[src/rtl/proj_pkg.sv]
// Shared definitions for the projection sweep controller: state encoding,
// MISR polynomial/seed and the default input width.
package proj_pkg;

  localparam int          N_IN_DEFAULT = 14;
  localparam logic [15:0] MISR_POLY    = 16'h1021;
  localparam logic [15:0] MISR_SEED    = 16'hFFFF;

  typedef enum logic [1:0] {
    IDLE  = 2'd0,
    SWEEP = 2'd1,
    DRAIN = 2'd2,
    DONE  = 2'd3
  } sweep_state_e;

endpackage

[src/rtl/proj_scatter.sv]
// Deposits the low counter bits, in ascending order, into the free (mask=0)
// positions of the vector; fixed positions take their value from val.
module proj_scatter #(
  parameter int N_IN = 14
) (
  input  logic [N_IN-1:0] mask,
  input  logic [N_IN-1:0] val,
  input  logic [N_IN-1:0] cnt,
  output logic [N_IN-1:0] x
);

  localparam int KW = (N_IN > 1) ? $clog2(N_IN + 1) : 1;

  logic [KW-1:0] k;

  always_comb begin
    x = val & mask;
    k = '0;
    for (int i = 0; i < N_IN; i++) begin
      if (!mask[i]) begin
        x[i] = cnt[k];
        k    = k + KW'(1);
      end
    end
  end

endmodule

[src/rtl/proj_sweep_ctrl.sv]
// Exhaustive sweep sequencer for a projected single-output function:
// enumerates all free-variable assignments, counts the onset and builds a MISR.
module proj_sweep_ctrl
  import proj_pkg::*;
#(
  parameter int  N_IN  = N_IN_DEFAULT,
  parameter int  LAT   = 0,
  parameter int  SIG_W = 16,
  localparam int FW    = $clog2(N_IN + 1)
) (
  input  logic             clk,
  input  logic             rst,
  input  logic             start,
  input  logic             abort,
  input  logic [N_IN-1:0]  fix_mask,
  input  logic [N_IN-1:0]  fix_val,
  output logic [N_IN-1:0]  x,
  output logic             x_valid,
  input  logic             y,
  output logic             busy,
  output logic             done,
  output logic [N_IN:0]    onset_cnt,
  output logic [SIG_W-1:0] sig,
  output logic [FW-1:0]    n_free
);

  localparam int            DW         = (LAT > 1) ? $clog2(LAT) : 1;
  localparam logic [DW-1:0] DRAIN_LOAD = DW'((LAT > 0) ? LAT - 1 : 0);

  sweep_state_e     state_reg;
  logic [N_IN-1:0]  mask_reg, val_reg, cnt_reg, last_reg, x_reg;
  logic             x_valid_reg, done_reg;
  logic [N_IN:0]    onset_reg;
  logic [SIG_W-1:0] sig_reg;
  logic [FW-1:0]    n_free_reg;
  logic [DW-1:0]    drain_reg;

  logic [FW-1:0]    free_cnt;
  logic [N_IN-1:0]  last_next;
  logic [N_IN-1:0]  sc_mask, sc_val, sc_cnt, sc_x;
  logic             start_go, kill, samp_valid;
  logic [LAT:0]     vchain;

  assign start_go = (state_reg == IDLE) && start;
  assign kill     = abort && ((state_reg == SWEEP) || (state_reg == DRAIN));

  always_comb begin
    free_cnt = '0;
    for (int i = 0; i < N_IN; i++) begin
      free_cnt = free_cnt + FW'(!fix_mask[i]);
    end
  end

  assign last_next = ~({N_IN{1'b1}} << free_cnt);

  // In IDLE the scatter sees the live inputs so vector 0 is ready at the start edge.
  assign sc_mask = (state_reg == IDLE) ? fix_mask : mask_reg;
  assign sc_val  = (state_reg == IDLE) ? fix_val  : val_reg;
  assign sc_cnt  = (state_reg == IDLE) ? '0 : cnt_reg + N_IN'(1);

  proj_scatter #(.N_IN(N_IN)) u_scatter (
    .mask (sc_mask),
    .val  (sc_val),
    .cnt  (sc_cnt),
    .x    (sc_x)
  );

  assign vchain[0] = x_valid_reg;

  genvar gi;
  generate
    for (gi = 0; gi < LAT; gi++) begin : g_vpipe
      always_ff @(posedge clk or posedge rst) begin
        if (rst) begin
          vchain[gi+1] <= 1'b0;
        end else begin
          vchain[gi+1] <= kill ? 1'b0 : vchain[gi];
        end
      end
    end
  endgenerate

  assign samp_valid = vchain[LAT];

  always_ff @(posedge clk or posedge rst) begin
    if (rst) begin
      state_reg   <= IDLE;
      mask_reg    <= '0;
      val_reg     <= '0;
      cnt_reg     <= '0;
      last_reg    <= '0;
      x_reg       <= '0;
      x_valid_reg <= 1'b0;
      done_reg    <= 1'b0;
      n_free_reg  <= '0;
      drain_reg   <= '0;
    end else begin
      done_reg <= 1'b0;
      unique case (state_reg)
        IDLE: begin
          if (start) begin
            mask_reg    <= fix_mask;
            val_reg     <= fix_val;
            cnt_reg     <= '0;
            last_reg    <= last_next;
            n_free_reg  <= free_cnt;
            x_reg       <= sc_x;
            x_valid_reg <= 1'b1;
            state_reg   <= SWEEP;
          end
        end
        SWEEP: begin
          if (abort) begin
            x_valid_reg <= 1'b0;
            state_reg   <= IDLE;
          end else if (cnt_reg == last_reg) begin
            x_valid_reg <= 1'b0;
            if (LAT == 0) begin
              done_reg  <= 1'b1;
              state_reg <= DONE;
            end else begin
              drain_reg <= DRAIN_LOAD;
              state_reg <= DRAIN;
            end
          end else begin
            cnt_reg <= cnt_reg + N_IN'(1);
            x_reg   <= sc_x;
          end
        end
        DRAIN: begin
          if (abort) begin
            state_reg <= IDLE;
          end else if (drain_reg == '0) begin
            done_reg  <= 1'b1;
            state_reg <= DONE;
          end else begin
            drain_reg <= drain_reg - DW'(1);
          end
        end
        DONE: begin
          state_reg <= IDLE;
        end
      endcase
    end
  end

  // A sample arriving on the abort edge is dropped: results freeze as they stood.
  always_ff @(posedge clk or posedge rst) begin
    if (rst) begin
      onset_reg <= '0;
      sig_reg   <= SIG_W'(MISR_SEED);
    end else if (start_go) begin
      onset_reg <= '0;
      sig_reg   <= SIG_W'(MISR_SEED);
    end else if (samp_valid && !kill) begin
      onset_reg <= onset_reg + (N_IN+1)'(y);
      sig_reg   <= {sig_reg[SIG_W-2:0], 1'b0} ^
                   ((sig_reg[SIG_W-1] ^ y) ? SIG_W'(MISR_POLY) : '0);
    end
  end

  assign x         = x_reg;
  assign x_valid   = x_valid_reg;
  assign busy      = (state_reg == SWEEP) || (state_reg == DRAIN);
  assign done      = done_reg;
  assign onset_cnt = onset_reg;
  assign sig       = sig_reg;
  assign n_free    = n_free_reg;

endmodule

[config.mk]
export PLATFORM = sky130hd
export DESIGN_NAME = proj_sweep_ctrl
export DESIGN_NICKNAME = d
export VERILOG_FILES = /design/src/rtl/proj_pkg.sv /design/src/rtl/proj_scatter.sv /design/src/rtl/proj_sweep_ctrl.sv
export SDC_FILE = /design/constraint.sdc
export NUM_CORES = 1
export LEC_CHECK = 0
export CAP_MARGIN = 30
export CORE_AREA = 2 2 138 140
export DETAILED_ROUTE_END_ITERATION = 16
export DIE_AREA = 0 0 140 142
export PLACE_DENSITY_LB_ADDON = 0.1
export SYNTH_ARGS = -nofsm -noshare
export SYNTH_HDL_FRONTEND = slang
export SYNTH_SLANG_ARGS = --single-unit
export TNS_END_PERCENT = 50
[constraint.sdc]
create_clock -name clk -period 12.2 [get_ports clk]
set_input_delay 2.44 -clock clk [delete_from_list [all_inputs] [get_ports clk]]
set_output_delay 2.44 -clock clk [all_outputs]
set_load 0.03 [all_outputs]
* Word level (Yosys, flattened, before mapping)
Cells that the tools add are included.
** Word-level totals
- Bits in latches :: 0
- ROM bits :: 0
- Memories :: 0
- Register bits after elaboration :: 110
- Input port bits :: 33
- Bits in writable memories :: 0
** Operators by class
- Eq/ne operators :: 9
- Multipliers :: 0
- Muxes and demuxes :: 85
- Bitwise gates (word level) :: 5
- Divide/modulo/power cells :: 0
- Add/sub/neg operators :: 28
- Shift-type cells :: 1
- Magnitude comparators :: 13
- Reductions and logical operators :: 27
** Operators by type and width (count)
- 14-bit two-way mux :: 9
- 4-bit by 5-bit < comparator with 1-bit output, second input constant :: 12
- 14-bit one-hot mux with 2 select lines :: 2
- 1-bit binary-select mux with 4-bit select :: 13
- 4-bit two-way mux :: 12
- 4-bit by 1-bit adder with 4-bit output, second input constant :: 11
- 4-bit by 1-bit adder with 4-bit output :: 10
- 1-bit two-way mux :: 36
- 16-bit two-way mux :: 2
- 15-bit two-way mux :: 2
- 16-bit by 13-bit XOR with 16-bit output :: 1
- 15-bit by 1-bit adder with 15-bit output :: 1
- 1-bit zero test :: 15
- 14-bit by 1-bit adder with 14-bit output, second input constant :: 1
- 14-bit bitwise AND :: 1
- 14-bit == test :: 1
- 14-bit inverter :: 1
- 14-bit by 4-bit left shift with 14-bit output, first input constant :: 1
- 13-bit two-way mux :: 1
- 2-bit two-way mux :: 5
- 2-bit one-hot mux with 4 select lines :: 1
- 2-bit != test, second input constant :: 3
- 3-bit != test, second input constant :: 2
- 3-bit AND reduction :: 2
- 17 further kinds :: 23

* Depth between registers and ports, before layout
Gate-level depths: netlist of run 1.
- Depth after elaboration :: 33
- Gate-level depth with buffers :: 55
- Gate-level depth less buffers :: 46

* Hierarchy
A second synthesis of run 1 with hierarchy kept.
** Unflattened totals
- Cell total of the unflattened synthesis :: 925
- Area, all modules :: 8331.7 µm²
** Modules (own cells, without submodules)
- proj_sweep_ctrl :: instances 1, cells each 594, area an instance 5686.7 µm²
- proj_scatter :: instances 1, cells each 331, area an instance 2645.0 µm²

* Least setup slack after synthesis of run 1
No wires, ideal clock.
- Kind :: input port to flip-flop
- Start :: input fix_mask[1]
- End :: register x_reg[13] (netlist: x[13])
- Required time :: 12.076 ns
- Library setup time :: 0.124 ns
- Arrival :: 11.205 ns
- Stages on the path :: 43
- Buffers on the path :: 1
- Slack :: 0.872 ns
- Path through :: mux2_2 ha_1 buf_2 xor2_1 ha_1 mux2i_1 inv_1 ha_1 a211o_1 a21o_1 ha_1 and2_1 a21oi_1 inv_1 ha_1 inv_1 nand2_1 o21ai_1 (+7 left out) inv_1 ha_1 mux2_2 o31ai_2 inv_1 ha_1 nand2_1 o21ai_1 ha_1 mux2i_1 inv_1 ha_1 nand2_1 xnor2_1 mux4_2 nand2_1 a21boi_1 o31a_1
** On the way
- Word-level cells in the longest chain between the ends :: 30
- Elaborated cells between the ends (all ways) :: 31
- Classes of those cells :: add/sub: 11; mux: 20
** RTL lines
- start, declared :: RTL line proj_sweep_ctrl.sv:15 : input logic [N_IN-1:0] fix_mask,
- 14-bit two-way mux * :: RTL line proj_sweep_ctrl.sv:57 : assign sc_mask = (state_reg == IDLE) ? fix_mask : mask_reg;
- 4-bit two-way mux * :: RTL line proj_scatter.sv:20 : if (!mask[i]) begin
- 4-bit by 1-bit adder with 4-bit output :: RTL line proj_scatter.sv:22 : k = k + KW'(1);
- 4-bit two-way mux * :: RTL line proj_scatter.sv:20
- 4-bit by 1-bit adder with 4-bit output :: RTL line proj_scatter.sv:22
- 4-bit two-way mux * :: RTL line proj_scatter.sv:20
- 4-bit by 1-bit adder with 4-bit output :: RTL line proj_scatter.sv:22
- 4-bit two-way mux * :: RTL line proj_scatter.sv:20
- (+14 left out)
- 4-bit by 1-bit adder with 4-bit output :: RTL line proj_scatter.sv:22
- 4-bit two-way mux * :: RTL line proj_scatter.sv:20
- 1-bit binary-select mux with 4-bit select * :: RTL line proj_scatter.sv:21 : x[i] = cnt[k];
- 1-bit two-way mux (not written as such) * :: RTL line proj_scatter.sv:21
- 1-bit two-way mux * :: RTL line proj_scatter.sv:20
- 14-bit two-way mux :: RTL line proj_sweep_ctrl.sv:116 : end else if (cnt_reg == last_reg) begin
- 14-bit two-way mux :: RTL line proj_sweep_ctrl.sv:113 : if (abort) begin
- 14-bit one-hot mux with 2 select lines * :: RTL line proj_sweep_ctrl.sv:99 : unique case (state_reg)
- end signal, assigned :: RTL line proj_sweep_ctrl.sv:92 : x_reg <= '0;
- end signal, assigned :: RTL line proj_sweep_ctrl.sv:107 : x_reg <= sc_x;
- end signal, assigned :: RTL line proj_sweep_ctrl.sv:127 : x_reg <= sc_x;
- end, declared :: RTL line proj_sweep_ctrl.sv:31 : logic [N_IN-1:0] mask_reg, val_reg, cnt_reg, last_reg, x_reg;
Mark *: on every way between the ends. The rest lies on a longest branch, timed or not. The select of a mux whose other input is x is not followed.
A chain may end at the register's enable or synchronous reset.

* Worst setup path after layout of run 1
- Start :: input fix_mask[0]
- End :: register x_reg[13] (netlist: x[13])
** On the way
- Word-level cells in the longest chain between the ends :: 32
- Elaborated cells between the ends (all ways) :: 33
- Classes of those cells :: add/sub: 12; mux: 21
** RTL lines (RTL line)
- 14-bit two-way mux * :: proj_sweep_ctrl.sv:57
- 1-bit two-way mux * :: proj_scatter.sv:20
- 1-bit by 1-bit adder with 2-bit output :: proj_scatter.sv:22
- 4-bit two-way mux * :: proj_scatter.sv:20
- 4-bit by 1-bit adder with 4-bit output :: proj_scatter.sv:22
- 4-bit two-way mux * :: proj_scatter.sv:20
- 4-bit by 1-bit adder with 4-bit output :: proj_scatter.sv:22
- 4-bit two-way mux * :: proj_scatter.sv:20
- (+16 left out)
- 4-bit by 1-bit adder with 4-bit output :: proj_scatter.sv:22
- 4-bit two-way mux * :: proj_scatter.sv:20
- 1-bit binary-select mux with 4-bit select * :: proj_scatter.sv:21
- 1-bit two-way mux (not written as such) * :: proj_scatter.sv:21
- 1-bit two-way mux * :: proj_scatter.sv:20
- 14-bit two-way mux :: proj_sweep_ctrl.sv:116
- 14-bit two-way mux :: proj_sweep_ctrl.sv:113
- 14-bit one-hot mux with 2 select lines * :: proj_sweep_ctrl.sv:99
Marks and branches as above.

==> results of run 1 <==
cell type report:
type | count | area, µm²
inverter | 40 | 153
tap | 234 | 293
timing repair buffer | 100 | 973
sequential | 108 | 2720
fill | 1777 | 8900
clock inverter | 6 | 82.6
clock buffer | 10 | 229
multi-input combinational | 719 | 5100
metrics by stage:
step,utilization,hold WS (ns)
floorplan,-,0.438
global placement,0.499,0.453
detailed placement,0.500,0.459
CTS,0.517,0.478
global route,0.518,0.491
finish,0.518,0.476
cells in the final DEF, fill, tap and decap left out, types with 15 or more instances in the layout:
cell / n
nand3_1: 32
nand2_1: 170
clkdlybuf4s50_1: 84
xor2_1: 26
xnor2_1: 42
nor2_1: 72
dfrtp_1: 92
mux2i_1: 58
buf_4: 15
dfstp_2: 16
ha_1: 20
inv_1: 39
o21ai_0: 59
a21oi_1: 40
worst register-to-register path: cells and delay by family, from the launching register on:
| kind | cells | cell delay [ns] |
|---|---|---|
| compound gates | 11 | 2.03 |
| xor+xnor | 5 | 1.03 |
| flops | 1 | 0.41 |
| mux | 4 | 1.43 |
| simple gates | 6 | 0.57 |
| buf+inv | 8 | 1.06 |
| fa+ha+maj | 11 | 3.51 |
worst max path at each step:
stage	to
2_1_floorplan	x[13]
3_3_place_gp	x[13]
3_5_place_dp	x[13]
4_1_cts	x[13]
5_1_grt	x[13]
6_report	x[13]
layer usage:
layer	share of wire	up-vias	track usage
met1	0.48	3269	0.324
met4	0.0096	0	0.0468
met3	0.044	12	0.0380
met5	0	-	0
li1	-	3308	-
met2	0.47	140	0.366
kinds of logic (layout without fill, tap and decap cells):
family,Yosys count,in the layout,share of synthesized area
AND/OR/NAND/NOR,348,348,0.193
AO/OA/AOI/OAI,172,172,0.133
flip-flops,108,108,0.333
XOR/XNOR,84,84,0.112
buffers and inverters,90,156,0.0455
adder cells (fa/ha/maj),30,30,0.0542
multiplexers,85,85,0.129
what timing repair did:
action	CTS	global route
endpoints found under the setup margin	0	1
resized for setup	0	2
setup buffers	0	0
==> results.toml, run 1 <==
[clocking]
holdBufCountCts = 0
cts.htree.levels = 3
numCtsBuffers = 9
cts.clk_slew.worst_paths_ns = 0.08
cts_num_sinks = 108
worstSkewPairLatency_ns = 0.36
cts_max_path_buffers = 2
cts_tree = "built"
root_buffer = "clkbuf_16"

[timing]
rsz0062_at_grt = "no"
drv_slew = 0
setup_ws_ns = 0.658
fin_tns_setup_ns = 0
setup_viol = 0
skew_ns = 0.00818
fmax_ghz = 0.0866
tightest_slew_ns = 0.987
period_share = 0.946
slew_headroom = 0.323
hold_viol = 0
finalCriticalPeriod_ns = 11.54

[cells_and_area]
n_antenna_cell = 0
stdcell_count = 1217
fin_area_um2 = 9560
layout-area-overhead-vs-synth_pct = 17.0
drive_gt1_frac = 0.109
finalNetCount = 1041
largest_reg_flops = 16

[floorplan]
die-area_um2 = 19900
core_um2 = 18500
io_pins = 85
die_h_um = 142
floorplan.initialDensity = 0.442
core.rowCount = 50
die_w_um = 140

[synth]
synth_nets = 980
yosysTopAreaCell = "dfrtp_1"
synthDistinctLibCells = 73
syn_area_um2 = 8170
async_flop_share = 1.00
seq_area_frac_synth = 0.333
synth_common_cells = "nand2_1, dfrtp_1, nor2_1"
synthCells = 917
synth.avg_cell_area_um2 = 8.90
synth_edf_count = 0
post-synth-top-count-cell = "nand2_1"
synth.ff_latch_count = 108
yosysTopAreaCellShare = 0.282
yosys_warnings = 0
synth.area.top_cells = "dfrtp_1, nand2_1, mux2i_1"
synth-main-ff-cell = "dfrtp_1"

[worst_setup_path]
crit_path_max_fanout = 13
worst_path_max_delay_cell = "mux4_2"
path_depth = 44
crit_path_max_incr_delay_ns = 0.54
reg2reg_from = "state_reg[0]"
required_ns = 12.45
crit_type = "in2reg"
path_buf_inv = 8
crit_start = "fix_mask[0]"
crit_path_start_kind = "input pin"
ff2ff_setup_slack_ns = 2.06
r2r-end = "x[13]"
reg2reg_depth = 45
worstPathArrival_ns = 11.79
crit_top_cell = "ha_1"
path_delay_family = "adder cells"
cp-end-kind = "flop"

[place]
dp_slack_ns = 0.132
port-buffer-count = 84
place_inst = 1201
placed_cell_area_um2 = 9230
place_hpwl_mm = 15.8
gp_congestion = 0.904

[drt]
vias_per_cell = 5.53
vias = 6729
drt_iter0_markers = 546
dr.pass1.iters = 11
ant_nets = 0
finalWirelength_mm = 22.2
drc_errors = 1
wire_per_inst_um = 18.2

[global_routing]
antenna_found_initial = 0
grt.overflow.total = 0
grt_pass1_vias = 6409
track_usage = 0.227
grt_pass1_wl_mm = 35.6
grt_max_degree = 59

[run_status]
run_status = "finished with violations"
violations = "DRC"

[flow_run]
max-cap-violations = 0

[worst_hold_path]
whs_path_depth = 2
hold-path-endpoint = "val_reg[12]"
hold_class = "reg2reg"
worstHoldStart = "val_reg[12]"
Power of run 1 is not shown: default switching activity piles up to over one toggle a cycle in this logic, so the estimate is an artifact.
==> run 2: changes to the inputs <==
RECOVER_POWER = 100   (was default)
clock period = 14.2 ns   (was 12.2 ns; I/O delays follow)
==> results.toml, run 2 (synthesized netlist as in run 1, its figures left out) <==
[global_routing]
grt_pass1_wl_mm = 36.2
grt_max_degree = 75
antenna_found_initial = 0
grt.overflow.total = 0
grt_pass1_vias = 6554
track_usage = 0.230

[floorplan]
die_w_um = 140
core.rowCount = 50
floorplan.initialDensity = 0.442
die-area_um2 = 19900
io_pins = 85
core_um2 = 18500
die_h_um = 142

[worst_setup_path]
crit_path_start_kind = "input pin"
required_ns = 14.45
worst_path_max_delay_cell = "dlygate4sd3_1"
crit_path_max_fanout = 12
crit_type = "in2reg"
crit_path_max_incr_delay_ns = 0.64
worstPathArrival_ns = 13.45
path_delay_family = "adder cells"
cp-end-kind = "flop"
crit_top_cell = "ha_1"
path_buf_inv = 8

[timing]
slew_headroom = -1.12
rsz0062_at_grt = "no"
finalCriticalPeriod_ns = 13.20
hold_viol = 0
fmax_ghz = 0.0758
setup_viol = 0
period_share = 0.929
skew_ns = 0.00775
drv_slew = 266
fin_tns_setup_ns = 0
tightest_slew_ns = 3.19

[cells_and_area]
largest_reg_flops = 16
final_common_cell = "nand2_1"
mostFrequentLayoutCells = "nand2_1, dfrtp_1, nor2_1"
fillers = 1742
multi_input_area_um2 = 5080
layout-area-overhead-vs-synth_pct = 15.9
regArea_um2 = 2720
drive_gt1_frac = 0.0967
n_antenna_cell = 0
finalNetCount = 1040

[clocking]
worstSkewPairLatency_ns = 0.36
cts_max_path_buffers = 2
cts.htree.levels = 3
numCtsBuffers = 9
root_buffer = "clkbuf_16"
cts.repair.resized = 0
cts_tree = "built"
cts_num_sinks = 108
holdBufCountCts = 0
cts.clk_slew.worst_paths_ns = 0.08
post_cts_buffers = 0

[flow_run]
max-cap-violations = 5

[run_status]
run_status = "finished with violations"
violations = "DRC, capacitance limit, slew limit"

[drt]
vias_per_cell = 5.55
ant_nets = 0
wire_per_inst_um = 18.1
drt_iter0_markers = 471
drc_errors = 1
dr.pass1.iters = 11
finalWirelength_mm = 22.0
vias = 6749

[place]
place_hpwl_mm = 15.5
gp_congestion = 0.928
port-buffer-count = 84

[worst_hold_path]
hold_class = "reg2reg"
-- run 2: metal layers --
metal / global-route usage / routed length (µm) / vias to the layer above
li1: - / - / 3288
met5: 0 / 0 / -
met3: 0.0404 / 1050 / 24
met4: 0.0516 / 341 / 0
met2: 0.376 / 10400 / 196
met1: 0.322 / 10300 / 3241
-- run 2: area by class of cell --
class                   count  area share
multi-input cells         719       0.537
repair buffers             99      0.0988
clock inverters             6     0.00569
flip-flops and latches    108       0.288
clock buffers              10      0.0242
well taps                 234      0.0309
inverters                  40      0.0160
-- run 2: worst paths after layout --
| check | start | end | depth (start not counted) | slack [ns] |
|---|---|---|---|---|
| worst max-delay path | fix_mask[0] | x[13] | 44 | 1.00 |
| worst min-delay path | val_reg[12] | val_reg[12] | 2 | 0.48 |
| worst max register to register | state_reg[0] | x[13] | 45 | 2.90 |
| worst min register to register | val_reg[12] | val_reg[12] | 2 | 0.48 |
| max in group asynchronous | rst | x[4] | 3 | 6.85 |
| min in group asynchronous | rst | n_free[2] | 2 | 3.56 |
-- run 2: metrics by stage --
stage	instances	cell area (µm²)	util	setup slack, ns	hold slack, ns
CTS	1214	9490	0.514	0.879	0.477
floorplan	917	8170	-	2.47	0.438
global route	1216	9460	0.513	0.243	0.503
detailed placement	1198	9210	0.499	0.496	0.460
finish	1216	9460	0.513	1.00	0.479
global placement	1196	9180	0.498	0.778	0.454
-- run 2: tightest hold or removal path, cell delays in order (launching register included) --
cell and delay, ns:
dfrtp_1 0.34, nand2_1 0.05, nand2_1 0.06
Power of run 2 is left out for the same reason.
==> run 3: changes to the inputs <==
CORE_AREA = 2 2 117 119   (was 2 2 138 140)
DIE_AREA = 0 0 119 121   (was 0 0 140 142)
==> results.toml, run 3 (synthesized netlist as in run 1, its figures left out) <==
[drt]
ant_nets = 0
dr.pass1.iters = 6
drt_iter0_markers = 538
drc_errors = 0
vias_per_cell = 5.98
vias = 6890
wire_per_inst_um = 18.0
finalWirelength_mm = 20.8

[global_routing]
grt_pass1_wl_mm = 34.0
antenna_found_initial = 0
grt_max_degree = 62
grt.overflow.total = 0
track_usage = 0.301
grt_pass1_vias = 6556

[cells_and_area]
fillers = 1016
largest_reg_flops = 16
drive_gt1_frac = 0.0952
final_common_cell = "nand2_1"
mostFrequentLayoutCells = "nand2_1, dfrtp_1, nor2_1"
finalNetCount = 1035
n_antenna_cell = 0
layout-area-overhead-vs-synth_pct = 15.1

[flow_run]
max-cap-violations = 5

[floorplan]
io_pins = 85
die_h_um = 121
die_w_um = 119
core_um2 = 13100
floorplan.initialDensity = 0.624
die-area_um2 = 14400
core.rowCount = 42

[clocking]
numCtsBuffers = 9
worstSkewPairLatency_ns = 0.37
cts_tree = "built"
cts.htree.levels = 3
post_cts_buffers = 0
cts_num_sinks = 108
cts_max_path_buffers = 2
cts.clk_slew.worst_paths_ns = 0.08
root_buffer = "clkbuf_16"

[worst_setup_path]
path_depth = 43
crit_path_start_kind = "input pin"
crit_type = "in2reg"
cp-end-kind = "flop"
required_ns = 14.45
worstPathArrival_ns = 13.53
reg2reg_from = "state_reg[1]"
worst_path_max_delay_cell = "dlygate4sd3_1"
crit_path_max_fanout = 13
crit_top_cell = "ha_1"
cp-endpoint = "x[13]"
ff2ff_setup_slack_ns = 2.85
reg2reg_depth = 44
path_buf_inv = 7
crit_start = "fix_mask[1]"
r2r-end = "x[13]"
crit_path_max_incr_delay_ns = 0.61
path_delay_family = "adder cells"

[timing]
slew_headroom = -1.17
rsz0062_at_grt = "no"
drv_slew = 245
fmax_ghz = 0.0753
hold_viol = 0
tightest_slew_ns = 3.26
fin_tns_setup_ns = 0
skew_ns = 0.0147
finalCriticalPeriod_ns = 13.27
period_share = 0.935
setup_viol = 0

[place]
port-buffer-count = 84
gp_congestion = 0.954
place_hpwl_mm = 14.8

[worst_hold_path]
worstHoldStart = "val_reg[12]"
hold_class = "reg2reg"

[run_status]
violations = "capacitance limit, slew limit"
run_status = "finished with violations"
## run 3: tightest hold or removal path, delay by kind of cell, from the launching register on
kind	cells	cell delay (ns)
simple gates	2	0.11
flops	1	0.34
## run 3: worst min-delay path by stage
stage,end,depth (start not counted)
global route,val_reg[4],2
finish,val_reg[12],2
global placement,val_reg[12],2
floorplan,val_reg[12],2
CTS,val_reg[12],2
detailed placement,val_reg[12],2
## run 3: layer usage
layer  part of all wire  vias to the layer above  global-route usage  wire [µm]
li1                   -                     3289                   -          -
met1               0.45                     3357               0.416       9310
met2               0.47                      211               0.479       9720
met3              0.065                       33              0.0578       1350
met4              0.021                        0              0.0997        431
met5                  0                        -                   0          0
## run 3: what timing repair did
item	in CTS	in global routing
endpoints found under the setup margin	0	1
hold buffers	0	0
resized for setup	0	1
## run 3: per-stage QoR
stage	area (µm²)	util	hold WS [ns]	cells	worst slack, ns
after detailed placement	9080	0.694	0.459	1136	0.530
final	9400	0.718	0.474	1153	0.926
after floorplan	8170	-	0.438	917	2.47
after global routing	9400	0.718	0.506	1153	0.146
after CTS	9410	0.719	0.476	1152	0.889
after global placement	9080	0.694	0.452	1135	0.871
## run 3: cell type report
| cell class | instances | area (µm²) | area share |
|---|---|---|---|
| clock buffer | 10 | 250 | 0.0266 |
| timing repair buffer | 94 | 897 | 0.0955 |
| clock inverter | 6 | 75.1 | 0.00799 |
| sequential | 108 | 2720 | 0.290 |
| tap | 176 | 220 | 0.0234 |
| multi-input combinational | 719 | 5080 | 0.541 |
| inverter | 40 | 151 | 0.0161 |
Power of run 3 is left out for the same reason.
